--- config.mk ---
export PLATFORM = sky130hd
export DESIGN_NAME = keccak_padder32
export DESIGN_NICKNAME = d
export VERILOG_FILES = /design/src/rtl/keccak_pkg.sv /design/src/rtl/keccak_pad_word.sv /design/src/rtl/keccak_padder32.sv
export SDC_FILE = /design/constraint.sdc
export NUM_CORES = 1
export LEC_CHECK = 0
export CAP_MARGIN = 20
export CORE_ASPECT_RATIO = 1.2
export CORE_MARGIN = 2
export CORE_UTILIZATION = 35
export CTS_CLUSTER_DIAMETER = 120
export DETAILED_ROUTE_END_ITERATION = 6
export GPL_ROUTABILITY_DRIVEN = 0
export PLACE_DENSITY = 0.7
export SLEW_MARGIN = 25
export SYNTH_ARGS = -nofsm -noshare
export SYNTH_HDL_FRONTEND = slang
export SYNTH_HIERARCHICAL = 1
export SYNTH_SLANG_ARGS = --single-unit
--- constraint.sdc ---
create_clock -name clk -period 1.8 [get_ports clk]
set_input_delay 0.27 -clock clk [delete_from_list [all_inputs] [get_ports clk]]
set_output_delay 0.27 -clock clk [all_outputs]
set_load 0.02 [all_outputs]
--- src/rtl/keccak_pkg.sv ---
// Shared constants, state type and pad bytes for the 32-bit Keccak padder.
// Define KECCAK_PADDER_SHA3_DOMAIN_EN to pad with the SHA3 domain byte 0x06 instead of 0x01.
package keccak_pkg;

  localparam int unsigned RATE   = 576;
  localparam int unsigned W      = 32;
  localparam int unsigned NWORDS = RATE / W;

  // Index of the last word in a block; the final-bit marker lands here.
  localparam logic [4:0] LAST_IDX = 5'(NWORDS - 1);

  typedef enum logic [1:0] {
    ACCUM,
    PAD,
    FULL,
    DONE
  } state_e;

`ifdef KECCAK_PADDER_SHA3_DOMAIN_EN
  localparam logic [7:0] PAD_BYTE = 8'h06;
`else
  localparam logic [7:0] PAD_BYTE = 8'h01;
`endif

  localparam logic [7:0] FINAL_BYTE = 8'h80;

endpackage

--- src/rtl/keccak_pad_word.sv ---
// Combinational padding of one 32-bit word: keeps byte_num data bytes (big-endian),
// inserts the pad byte after them, zeroes the rest and ORs in the final-bit marker.
module keccak_pad_word
  import keccak_pkg::*;
(
  input  logic [W-1:0] word_i,
  input  logic [1:0]   byte_num_i,
  input  logic         pad_en_i,
  input  logic         is_final_word_i,
  output logic [W-1:0] word_o
);

  always_comb begin
    word_o = word_i;
    if (pad_en_i) begin
      // Byte k occupies bits [31-8k -: 8], so byte 0 is the most significant.
      for (int k = 0; k < 4; k++) begin
        if (k == int'(byte_num_i)) begin
          word_o[31-8*k -: 8] = PAD_BYTE;
        end else if (k > int'(byte_num_i)) begin
          word_o[31-8*k -: 8] = 8'h00;
        end
      end
    end
    if (is_final_word_i) begin
      word_o[7:0] = word_o[7:0] | FINAL_BYTE;
    end
  end

endmodule

--- src/rtl/keccak_padder32.sv ---
// Packs 32-bit message words into 576-bit rate blocks and applies Keccak multi-rate padding.
// Build option: KECCAK_PADDER_SHA3_DOMAIN_EN selects the SHA3 pad byte (see keccak_pkg).
module keccak_padder32
  import keccak_pkg::*;
(
  input  logic            clk,
  input  logic            reset,
  input  logic [W-1:0]    in,
  input  logic            in_ready,
  input  logic            is_last,
  input  logic [1:0]      byte_num,
  output logic            buffer_full,
  output logic [RATE-1:0] out,
  output logic            out_ready,
  input  logic            f_ack
);

  state_e          state_q, state_d;
  logic [4:0]      i_q, i_d;
  logic [RATE-1:0] out_q, out_d;
  logic            padded_q, padded_d;

  logic [W-1:0]    pw_in;
  logic            pw_pad_en;
  logic            pw_final;
  logic [W-1:0]    pw_word;

  // PAD state feeds zeros through the same padder so only the marker can appear.
  always_comb begin
    pw_in     = (state_q == PAD) ? '0 : in;
    pw_pad_en = (state_q == ACCUM) && is_last;
    pw_final  = (i_q == LAST_IDX) && ((state_q == PAD) || is_last);
  end

  keccak_pad_word u_pad_word (
    .word_i          (pw_in),
    .byte_num_i      (byte_num),
    .pad_en_i        (pw_pad_en),
    .is_final_word_i (pw_final),
    .word_o          (pw_word)
  );

  always_comb begin
    state_d  = state_q;
    i_d      = i_q;
    out_d    = out_q;
    padded_d = padded_q;
    unique case (state_q)
      ACCUM: begin
        if (in_ready) begin
          out_d = {out_q[RATE-W-1:0], pw_word};
          i_d   = i_q + 5'd1;
          if (is_last) begin
            padded_d = 1'b1;
          end
          if (i_q == LAST_IDX) begin
            state_d = FULL;
          end else if (is_last) begin
            state_d = PAD;
          end
        end
      end
      PAD: begin
        out_d = {out_q[RATE-W-1:0], pw_word};
        i_d   = i_q + 5'd1;
        if (i_q == LAST_IDX) begin
          state_d = FULL;
        end
      end
      FULL: begin
        // The permutation samples out during the ack cycle; no word is taken here.
        if (f_ack) begin
          i_d     = '0;
          state_d = padded_q ? DONE : ACCUM;
        end
      end
      DONE: begin
        state_d = DONE;
      end
      default: begin
        state_d = ACCUM;
      end
    endcase
  end

  always_ff @(posedge clk) begin
    if (reset) begin
      state_q  <= ACCUM;
      i_q      <= '0;
      out_q    <= '0;
      padded_q <= 1'b0;
    end else begin
      state_q  <= state_d;
      i_q      <= i_d;
      out_q    <= out_d;
      padded_q <= padded_d;
    end
  end

  assign out         = out_q;
  assign out_ready   = (state_q == FULL);
  assign buffer_full = (state_q != ACCUM);

endmodule

# == Yosys cells after proc, flatten, opt, wreduce, memory -nomap -nowiden ==
# Cells that the tools add are included.
# totals
memories,0
latchBits,0
reg_bits,584
output_inout_bits,578
word_cells,53
romBits,0
mem_bits_rw,0
# op_classes
muxes,22
n_addsub,1
order_cmp,3
n_reduce_logical,12
shifts,0
n_eq_ne,11
bitwise,0
n_div,0
n_mul,0
# ops
op,count
576-bit one-hot mux with 2 select lines,1
576-bit two-way mux,1
32-bit two-way mux,2
8-bit two-way mux,8
5-bit one-hot mux with 3 select lines,1
2-bit two-way mux,6
5-bit two-way mux,2
2-bit one-hot mux with 4 select lines,1
3-bit AND reduction,2
"5-bit by 1-bit adder with 5-bit output, second input constant",1
"5-bit == test, second input constant",1
"2-bit == test, first input constant",2
"2-bit == test, second input constant",2
"2-bit greater-than comparator, first input constant",2
2-bit zero test,2
"2-bit by 1-bit inequality test with 1-bit output, second input constant",2
4-bit AND reduction,1
2-bit nonzero test,2
"3-bit by 2-bit inequality test with 1-bit output, second input constant",1
3-bit nonzero test,1
"1-bit by 2-bit == test with 1-bit output, first input constant",1
"2-bit by 1-bit == test with 1-bit output, second input constant",1
"1-bit by 2-bit greater-than comparator with 1-bit output, first input constant",1
1-bit logical AND,2
3 further kinds,3

# == Longest topological paths before layout ==
# Gate-level depths: netlist (run 1).
# depth
depth_word,8
mapped_depth,7

# == Hierarchy ==
# The synthesis (run 1) kept the hierarchy.
# by_module_without_submodules
module,cells_each,n_inst,area_per_inst_um2
keccak_padder32,2586,1,20604.8
keccak_pad_word,40,1,274.0

# == Worst setup path after synthesis (run 1) ==
# No wires, ideal clock.
# synth_timing
path_type,register -> register
start,register state_q[1]
end,register out_q[8] (netlist: out[8])
setup_slack_ns,0.161
synth_period_minus_slack_ns,1.639
stages_incl_launch_ff,8
setup_ns,0.070
required_ns,1.730
arrival_ns,1.569
path_buffers,2
cell_sequence,dfxtp_1 > buf_6 > nor3b_1 > buf_2 > nor2b_1 > o21a_1 > nand2_1 > a21oi_1
# synth_rtl
element,line,rtl
from (decl),keccak_padder32.sv:18,"state_e state_q, state_d;"
from (signal assigned),keccak_padder32.sv:93,state_q <= state_d;
2-bit zero test (*),keccak_padder32.sv:31,pw_pad_en = (state_q == ACCUM) && is_last;
1-bit logical AND (*),keccak_padder32.sv:31,
via pw_pad_en,keccak_padder32.sv:24,logic pw_pad_en;
32-bit two-way mux (*),keccak_pad_word.sv:15,if (pad_en_i) begin
via pw_word[8],keccak_padder32.sv:26,logic [W-1:0] pw_word;
576-bit two-way mux,keccak_padder32.sv:50,if (in_ready) begin
576-bit one-hot mux with 2 select lines (*),keccak_padder32.sv:48,unique case (state_q)
to (signal assigned),keccak_padder32.sv:95,out_q <= out_d;
to (decl),keccak_padder32.sv:20,"logic [RATE-1:0] out_q, out_d;"
# The timed path passes the listed nets; every way through them passes the cells marked *. The select of a mux whose other input is x is not followed.
# A chain may end at the register's enable or synchronous reset.

# == Worst setup path in the final report (run 1) ==
# layout_timing
start,register out_q[384] (netlist: out[384])
end,output port out[384]
# layout_rtl
element,line,rtl
to (decl),keccak_padder32.sv:13,"output logic [RATE-1:0] out,"
# No word-level cell between the ends.

==> results of run 1 <==
## power by group through the flow
stage	clock network [W]	registers, W	logic (W)
5_1_grt	0.0130	0.0131	0.00198
3_3_place_gp	0	0.0134	0.00190
6_report	0.0123	0.0131	0.00184
3_5_place_dp	0	0.0134	0.00190
4_1_cts	0.0125	0.0131	0.00184
2_1_floorplan	0	0.0135	0.00109
## how the worst min path moves through the flow
| stage | startpoint | endpoint | cells past startpoint |
|---|---|---|---|
| floorplan | f_ack | state_q[1] | 1 |
| global placement | out[559] | out[559] | 2 |
| detailed placement | out[553] | out[553] | 2 |
| CTS | f_ack | state_q[1] | 2 |
| global route | f_ack | state_q[1] | 2 |
| finish | f_ack | state_q[1] | 2 |
## flip-flops by register name (all words and copies together), names as in the netlist
register	flops
out	576
i_q	5
state_q	2
padded_q	1
## placed cells by master (no fill, tap or decap), types with 23 or more instances in the layout
cell / instances
and2_1: 39
dlygate4sd2_1: 575
buf_12: 37
nand2_1: 1152
buf_4: 82
nor2b_1: 23
dfxtp_1: 581
a21oi_1: 582
clkdlybuf4s50_1: 37
clkbuf_16: 59
## cells by family after synthesis
logic type | Yosys count | share of synthesized area
mux | 4 | 0.00198
buf+inv | 205 | 0.0583
simple gates | 1239 | 0.235
flops | 584 | 0.560
fa+ha+maj | 2 | 0.00120
compound gates | 592 | 0.144
## cell type report
class	instances	area share
sequential	584	0.397
multi-input combinational	1837	0.271
timing repair buffer	736	0.231
clock buffer	88	0.0586
tap	800	0.0340
clock inverter	16	0.00676
inverter	5	0.000638
## per-stage QoR
stage	hold slack, ps	setup slack, ps
global placement	441	-202
CTS	294	9.82
global route	330	-14.5
floorplan	386	161
finish	339	59.9
detailed placement	447	-211
## repair_timing
| action | in CTS | in global routing |
|---|---|---|
| resized for setup | 586 | 3 |
| hold buffers | 1 | 0 |
| endpoints found under the hold margin | 1 | 0 |
| setup endpoints to repair | 578 | 3 |
## per-layer routing
metal,global-route usage,up-vias
li1,-,9636
met1,0.262,9237
met2,0.400,666
met3,0.0736,183
met4,0.101,2
met5,0,-
==> flow_summary.ini, run 1 <==
[run_status]
outcome = complete, no violations

[yosys]
yosysTopAreaCellShare = 0.560
synth_most_common_cell = nand2_1
yosys.area.top_type = dfxtp_1
synthesis.area_mm2 = 0.0209
synth_commonest_cells = nand2_1 (1152), dfxtp_1 (584), a21oi_1 (582)
synthArstFlopShare = 0
synthCells = 2626
synth.yosys.warnings = 6
yosys-top-cells-area = dfxtp_1 (56%), nand2_1 (21%), a21oi_1 (14%)
ys_types = 36
synth_edf_count = 0
ys_seq_area_frac = 0.560
synth-main-ff-cell = dfxtp_1
synth_seq_cells = 584
syn_area_per_cell_um2 = 7.95
syn_nets = 2667

[grt]
grt_pass1_wl_mm = 111
grt-ovfl-total = 0
grt_max_degree = 98
antenna_found_initial = 1
track_usage = 0.232
grt_pass1_vias = 18400

[sta]
fin_crit_sh = 0.967
slew_viol_final = 0
fin_crit_ps = 1740
tns_ps = 0
maxClockFrequency_ghz = 0.575
hold_viol_final = 0
finClkSkew_ps = 16.6
relSlewSlack = 0.696
finalSetupViolations = 0
worstMarginPinSlew_ps = 456

[clocking]
cts_sinks = 584
cts_tree = built
clkSlewWorstSetupHoldPaths_ps = 60
cts_inserted_buffers = 58
insertion_delay_ps = 600
clockBufferDepth = 3
postCtsSetupRepairBufs = 0
cts_max_level = 2
clockRootBuffer = clkbuf_16

[routing]
drc_errors = 0
drt_wl_total_mm = 75.4
drt_iter0_drc = 1216
post_drt_wl_per_cell_um = 18.6
ant_nets = 0
wl_met2_mm = 36.7
routed-wl-met3_mm = 6.32
dr.pass1.iters = 7
viasPerCell = 4.85
top_layer = met5
dr_total_vias = 19700
drt-met1-wl_mm = 29.0

[critical_path]
reg2reg_from = i_q[1]
cp_num_buf_inv = 1
crit_required_ps = 1530
cp-startpoint = out[384]
crit_arrival_ps = 1470
reg2reg_depth = 8
path_max_fanout = 3
cp_cell_sequence = clkdlybuf4s15_1
worst_setup_path_end_kind = output port
max_stage_delay_ps = 480
ff2ff_setup_slack_ps = 110
crit_slowest_cell = dfxtp_1
path_depth = 1
cp_top_family = flip-flops
endpoint = out[384]
crit_type = reg2out
critPathLaunchType = flop
r2r-end = out[7]

[finish]
syn2layout_area_growth_pct = 41.0
post-route-cell-area_mm2 = 0.0294
instances_no_fill = 4066
finish.utilization = 0.496
fill_cells = 6029
layout.nets = 3263
antenna_cells = 0
drive_above_1_share = 0.0683
regArea_mm2 = 0.0117
multi_input_comb_area_mm2 = 0.00798

[power_and_ir_drop]
vdd_drop_max_v = 0.000699
power_frac_comb = 0.068
power_density_mw_per_mm2 = 925
p_seq_frac = 0.482
finalPower_w = 0.0272
swShare = 0.236
switching_power_w = 0.00643
leakage_nw = 12.7
clockPowerShare = 0.450
power.internal_w = 0.0208

[die]
num_rows = 98
core-area_mm2 = 0.0593
die_w_um = 227
io-pin-count = 617
initial_core_util = 0.352
die_y_um = 272
die_area_mm2 = 0.0616

[placed_design]
dpl_cell_area_mm2 = 0.0282
dp_hpwl_mm = 55.7
dp.cells = 3961
port_buffers = 616

[job]
maxCapViolCount = 0

[hold_path]
hold_class = in2reg
Note: power is estimated with default switching activity, not from simulation.
==> inputs of run 2 (changes only) <==
Settings changed: CTS_CLUSTER_DIAMETER 120 to 80.
==> run 2 against run 1 <==
  * Count of clock-buffer cells in the layout is 2 lower
  * Non-clock buffer count decreased by 1
  * Global-route usage about the same
  * Register-to-register slack gained 20 ps
  * Combinational power hardly changed
  * Sequential power is essentially flat
  * Worst setup slack improved by 0.55 ps
  * Maximum frequency barely moved
  * Total power down 1.4%
  * Cell area fell by 0.26%
  * Clock power is 3% lower
  * Utilization down 0.13 points
  * Critical endpoint unchanged
  * Largest cell class unchanged
==> flow_summary.ini, run 2 (synthesis results as in run 1) <==
[sta]
worst_slack_ps = 60.4
hold_viol_final = 0
tns_ps = 0
relSlewSlack = 0.692
fin_crit_sh = 0.966
finalSetupViolations = 0
worstMarginPinSlew_ps = 461
finClkSkew_ps = 15.4
maxClockFrequency_ghz = 0.575
fin_crit_ps = 1740
slew_viol_final = 0

[routing]
routed-wl-met3_mm = 6.51
post_drt_wl_per_cell_um = 18.5
drt-met1-wl_mm = 28.8
viasPerCell = 4.83
drc_errors = 0
top_layer = met5
dr_total_vias = 19600
dr.pass1.iters = 7
drt_iter0_drc = 1216
drt_wl_total_mm = 75.0
wl_met2_mm = 36.5
ant_nets = 0

[power_and_ir_drop]
vdd_drop_max_v = 0.000695
power_density_mw_per_mm2 = 915
finalPower_w = 0.0269
leakage_nw = 12.7

[clocking]
insertion_delay_ps = 600
clockRootBuffer = clkbuf_16
cts_max_level = 2
cts_sinks = 584
clockBufferDepth = 3
cts_tree = built
clkSlewWorstSetupHoldPaths_ps = 60
cts_hold_buf = 0
postCtsSetupRepairBufs = 0
cts_inserted_buffers = 58

[critical_path]
max_stage_delay_ps = 490
cp_top_family = flip-flops
cp_num_buf_inv = 1
cp-startpoint = out[384]
worst_setup_path_end_kind = output port
crit_type = reg2out
crit_slowest_cell = dfxtp_1
path_max_fanout = 3
crit_required_ps = 1530
critPathLaunchType = flop
crit_arrival_ps = 1470
reg2reg_from = i_q[1]
cp_cell_sequence = clkdlybuf4s15_1

[die]
die_w_um = 227
num_rows = 98
die_area_mm2 = 0.0616
initial_core_util = 0.352
io-pin-count = 617
core-area_mm2 = 0.0593
die_y_um = 272

[placed_design]
dp.cells = 3961
dp_hpwl_mm = 55.7
pre_cts_ws_ps = -211
port_buffers = 616

[grt]
grt-ovfl-total = 0
grt_pass1_wl_mm = 111
track_usage = 0.232
antenna_found_initial = 1
grt_max_degree = 98
grt_pass1_vias = 18300

[hold_path]
worstHoldStart = reset
hold_class = in2reg

[finish]
final_common_cell = nand2_1
largest_reg_flops = 576
antenna_cells = 0
instances_no_fill = 4064
fill_cells = 6049
drive_above_1_share = 0.0680
syn2layout_area_growth_pct = 40.6
layout.nets = 3262
final_cell_mix = nand2_1 (1152), a21oi_1 (582), dfxtp_1 (581)
finish.utilization = 0.495

[run_status]
outcome = complete, no violations

[job]
maxCapViolCount = 0
[run 2: where the power goes]
part           internal [W]  total (W)  switching [W]
clock               0.00679     0.0119        0.00510
sequential           0.0130     0.0131       0.000101
combinational      0.000625    0.00184        0.00121
[run 2: final timing paths]
path                            depth (start not counted)  slack, ps        to
worst max register to register                          8        130    out[7]
worst max-delay path                                    1         60  out[384]
worst min-delay path                                    2         30  out[546]
worst min register to register                          2        450  out[553]
[run 2: cell type report]
class | count | area, um2 | share of cell area
inverter | 5 | 18.8 | 0.000639
clock inverter | 17 | 160 | 0.00546
clock buffer | 86 | 1700 | 0.0578
multi-input combinational | 1837 | 7980 | 0.272
timing repair buffer | 735 | 6800 | 0.232
tap | 800 | 1000 | 0.0341
sequential | 584 | 11700 | 0.398
[run 2: through the flow]
stage	hold slack (ps)	area (um2)
floorplan	386	20900
global placement	441	28200
global route	18.9	29400
CTS	0.225	29400
finish	25.9	29400
detailed placement	447	28200
[run 2: what timing repair did]
action	CTS	global route
hold endpoints to repair	0	0
setup endpoints to repair	578	3
resized for setup	586	3
[run 2: metal layers]
layer,GRT usage,vias to the layer above
met5,0,-
met4,0.0960,2
met3,0.0741,170
met2,0.399,686
met1,0.263,9121
li1,-,9633
==> inputs of run 3 (changes only) <==
Settings changed: CORE_UTILIZATION 35 to 25, GPL_TIMING_DRIVEN from default to 0, PLACE_DENSITY 0.7 to 0.56.
==> run 3 against run 2 <==
  * Count of clock-buffer cells in the layout rose by 13
  * Die area increased by 39%
  * Cell area increased by 2.6%
  * Register-to-register slack worse by 20 ps
  * Maximum frequency shrank 1.2%
  * Wire length up 20%
  * Critical endpoint is now out[156]
  * Highest routed layer is now met4
==> flow_summary.ini, run 3 (synthesis results as in run 1) <==
[clocking]
cts_sinks = 584
clockRootBuffer = clkbuf_16
clkSlewWorstSetupHoldPaths_ps = 60
clockBufferDepth = 3
cts_max_level = 3
insertion_delay_ps = 610
cts_tree = built
cts_inserted_buffers = 68

[finish]
syn2layout_area_growth_pct = 44.2
layout.nets = 3354
drive_above_1_share = 0.0853
finish.utilization = 0.363
instances_no_fill = 4486
largest_reg_flops = 576
fill_cells = 8982
final_common_cell = nand2_1
final_cell_mix = nand2_1 (1152), a21oi_1 (582), dfxtp_1 (566)

[sta]
fin_crit_sh = 0.978
hold_viol_final = 0
rsz0062_at_grt = false
maxClockFrequency_ghz = 0.568
worstMarginPinSlew_ps = 768
hold_slack_ps = 195
fin_crit_ps = 1760
finClkSkew_ps = 29.1
worst_slack_ps = 39.6
slew_viol_final = 0
finalSetupViolations = 0
relSlewSlack = 0.488

[placed_design]
dp.cells = 4362
port_buffers = 615
pre_cts_ws_ps = -658
dp_hpwl_mm = 71.2

[critical_path]
crit_type = reg2out
cp_top_family = flip-flops
cp_cell_sequence = dlygate4sd2_1
worst_setup_path_end_kind = output port
max_stage_delay_ps = 480
path_max_fanout = 3
crit_arrival_ps = 1490
crit_slowest_cell = dfxtp_1
crit_required_ps = 1530
cp_num_buf_inv = 1
critPathLaunchType = flop

[routing]
ant_nets = 0
viasPerCell = 4.46
drt_wl_total_mm = 89.8
drc_errors = 0
dr.pass1.iters = 6
dr_total_vias = 20000
post_drt_wl_per_cell_um = 20.0
drt_iter0_drc = 1061

[die]
initial_core_util = 0.251
io-pin-count = 617
die_area_mm2 = 0.0859
num_rows = 116
die_y_um = 321
core-area_mm2 = 0.0830
die_w_um = 268

[grt]
grt_pass1_wl_mm = 129
grt-ovfl-total = 0
track_usage = 0.203
grt_max_degree = 14
grt_pass1_vias = 19400
antenna_found_initial = 0

[power_and_ir_drop]
leakage_nw = 12.8
vdd_drop_max_v = 0.000557
finalPower_w = 0.0291
power_density_mw_per_mm2 = 966

[run_status]
outcome = complete, no violations

[job]
maxCapViolCount = 0

[hold_path]
hold_class = in2reg
-- run 3: cell count changes in the layout (fill, tap and decap cells not counted), sizes merged --
| cell | change |
|---|---|
| buf | +18 |
| bufinv | +1 |
| clkbuf | +80 |
| clkdlybuf4s15 | +15 |
| clkinv | +5 |
| clkinvlp | -1 |
| diode | +1 |
| dlygate4sd2 | -18 |
-- run 3: repair_timing --
action,in CTS,in global routing
hold buffers,0,0
buffers inserted,1,2
hold endpoints to repair,0,0
setup endpoints to repair,708,28
pin swaps,1,1
gates resized for setup,640,9
-- run 3: final timing paths --
check | from | endpoint | slack, ps | cells after the start
setup / recovery | out[156] | out[156] | 40 | 1
hold / removal | reset | state_q[1] | 200 | 2
setup reg to reg | state_q[0] | out[189] | 110 | 6
hold reg to reg | out[554] | out[554] | 450 | 2
-- run 3: routing by layer --
| metal | share of wire | vias to the layer above | GRT usage |
|---|---|---|---|
| li1 | - | 9837 | - |
| met1 | 0.39 | 9367 | 0.224 |
| met2 | 0.49 | 636 | 0.358 |
| met3 | 0.077 | 156 | 0.0593 |
| met4 | 0.041 | 0 | 0.0883 |
| met5 | 0 | - | 0 |
-- run 3: layout make-up --
class                           count  area (um2)  share of cell area
Clock inverter                     22         253             0.00839
Antenna cell                        1        2.50           0.0000831
Tap cell                         1121        1400              0.0466
Timing Repair Buffer              618        5500               0.183
Sequential cell                   584       11700               0.389
Clock buffer                       99        2020              0.0671
Buffer                            199        1200              0.0398
Multi-Input combinational cell   1837        8000               0.266
Inverter                            5        18.8            0.000623
-- run 3: report_power, final --
part           internal (W)  switching [W]
Clock               0.00828        0.00574
Combinational      0.000595        0.00133
Sequential           0.0130       0.000105
Total                0.0219        0.00718
-- run 3: through the flow --
stage | setup TNS (ps) | instance area, um2
global route | 0 | 30100
CTS | 0 | 30100
finish | 0 | 30100
floorplan | 0 | 20900
detailed placement | -187960 | 28400
global placement | -192970 | 28400
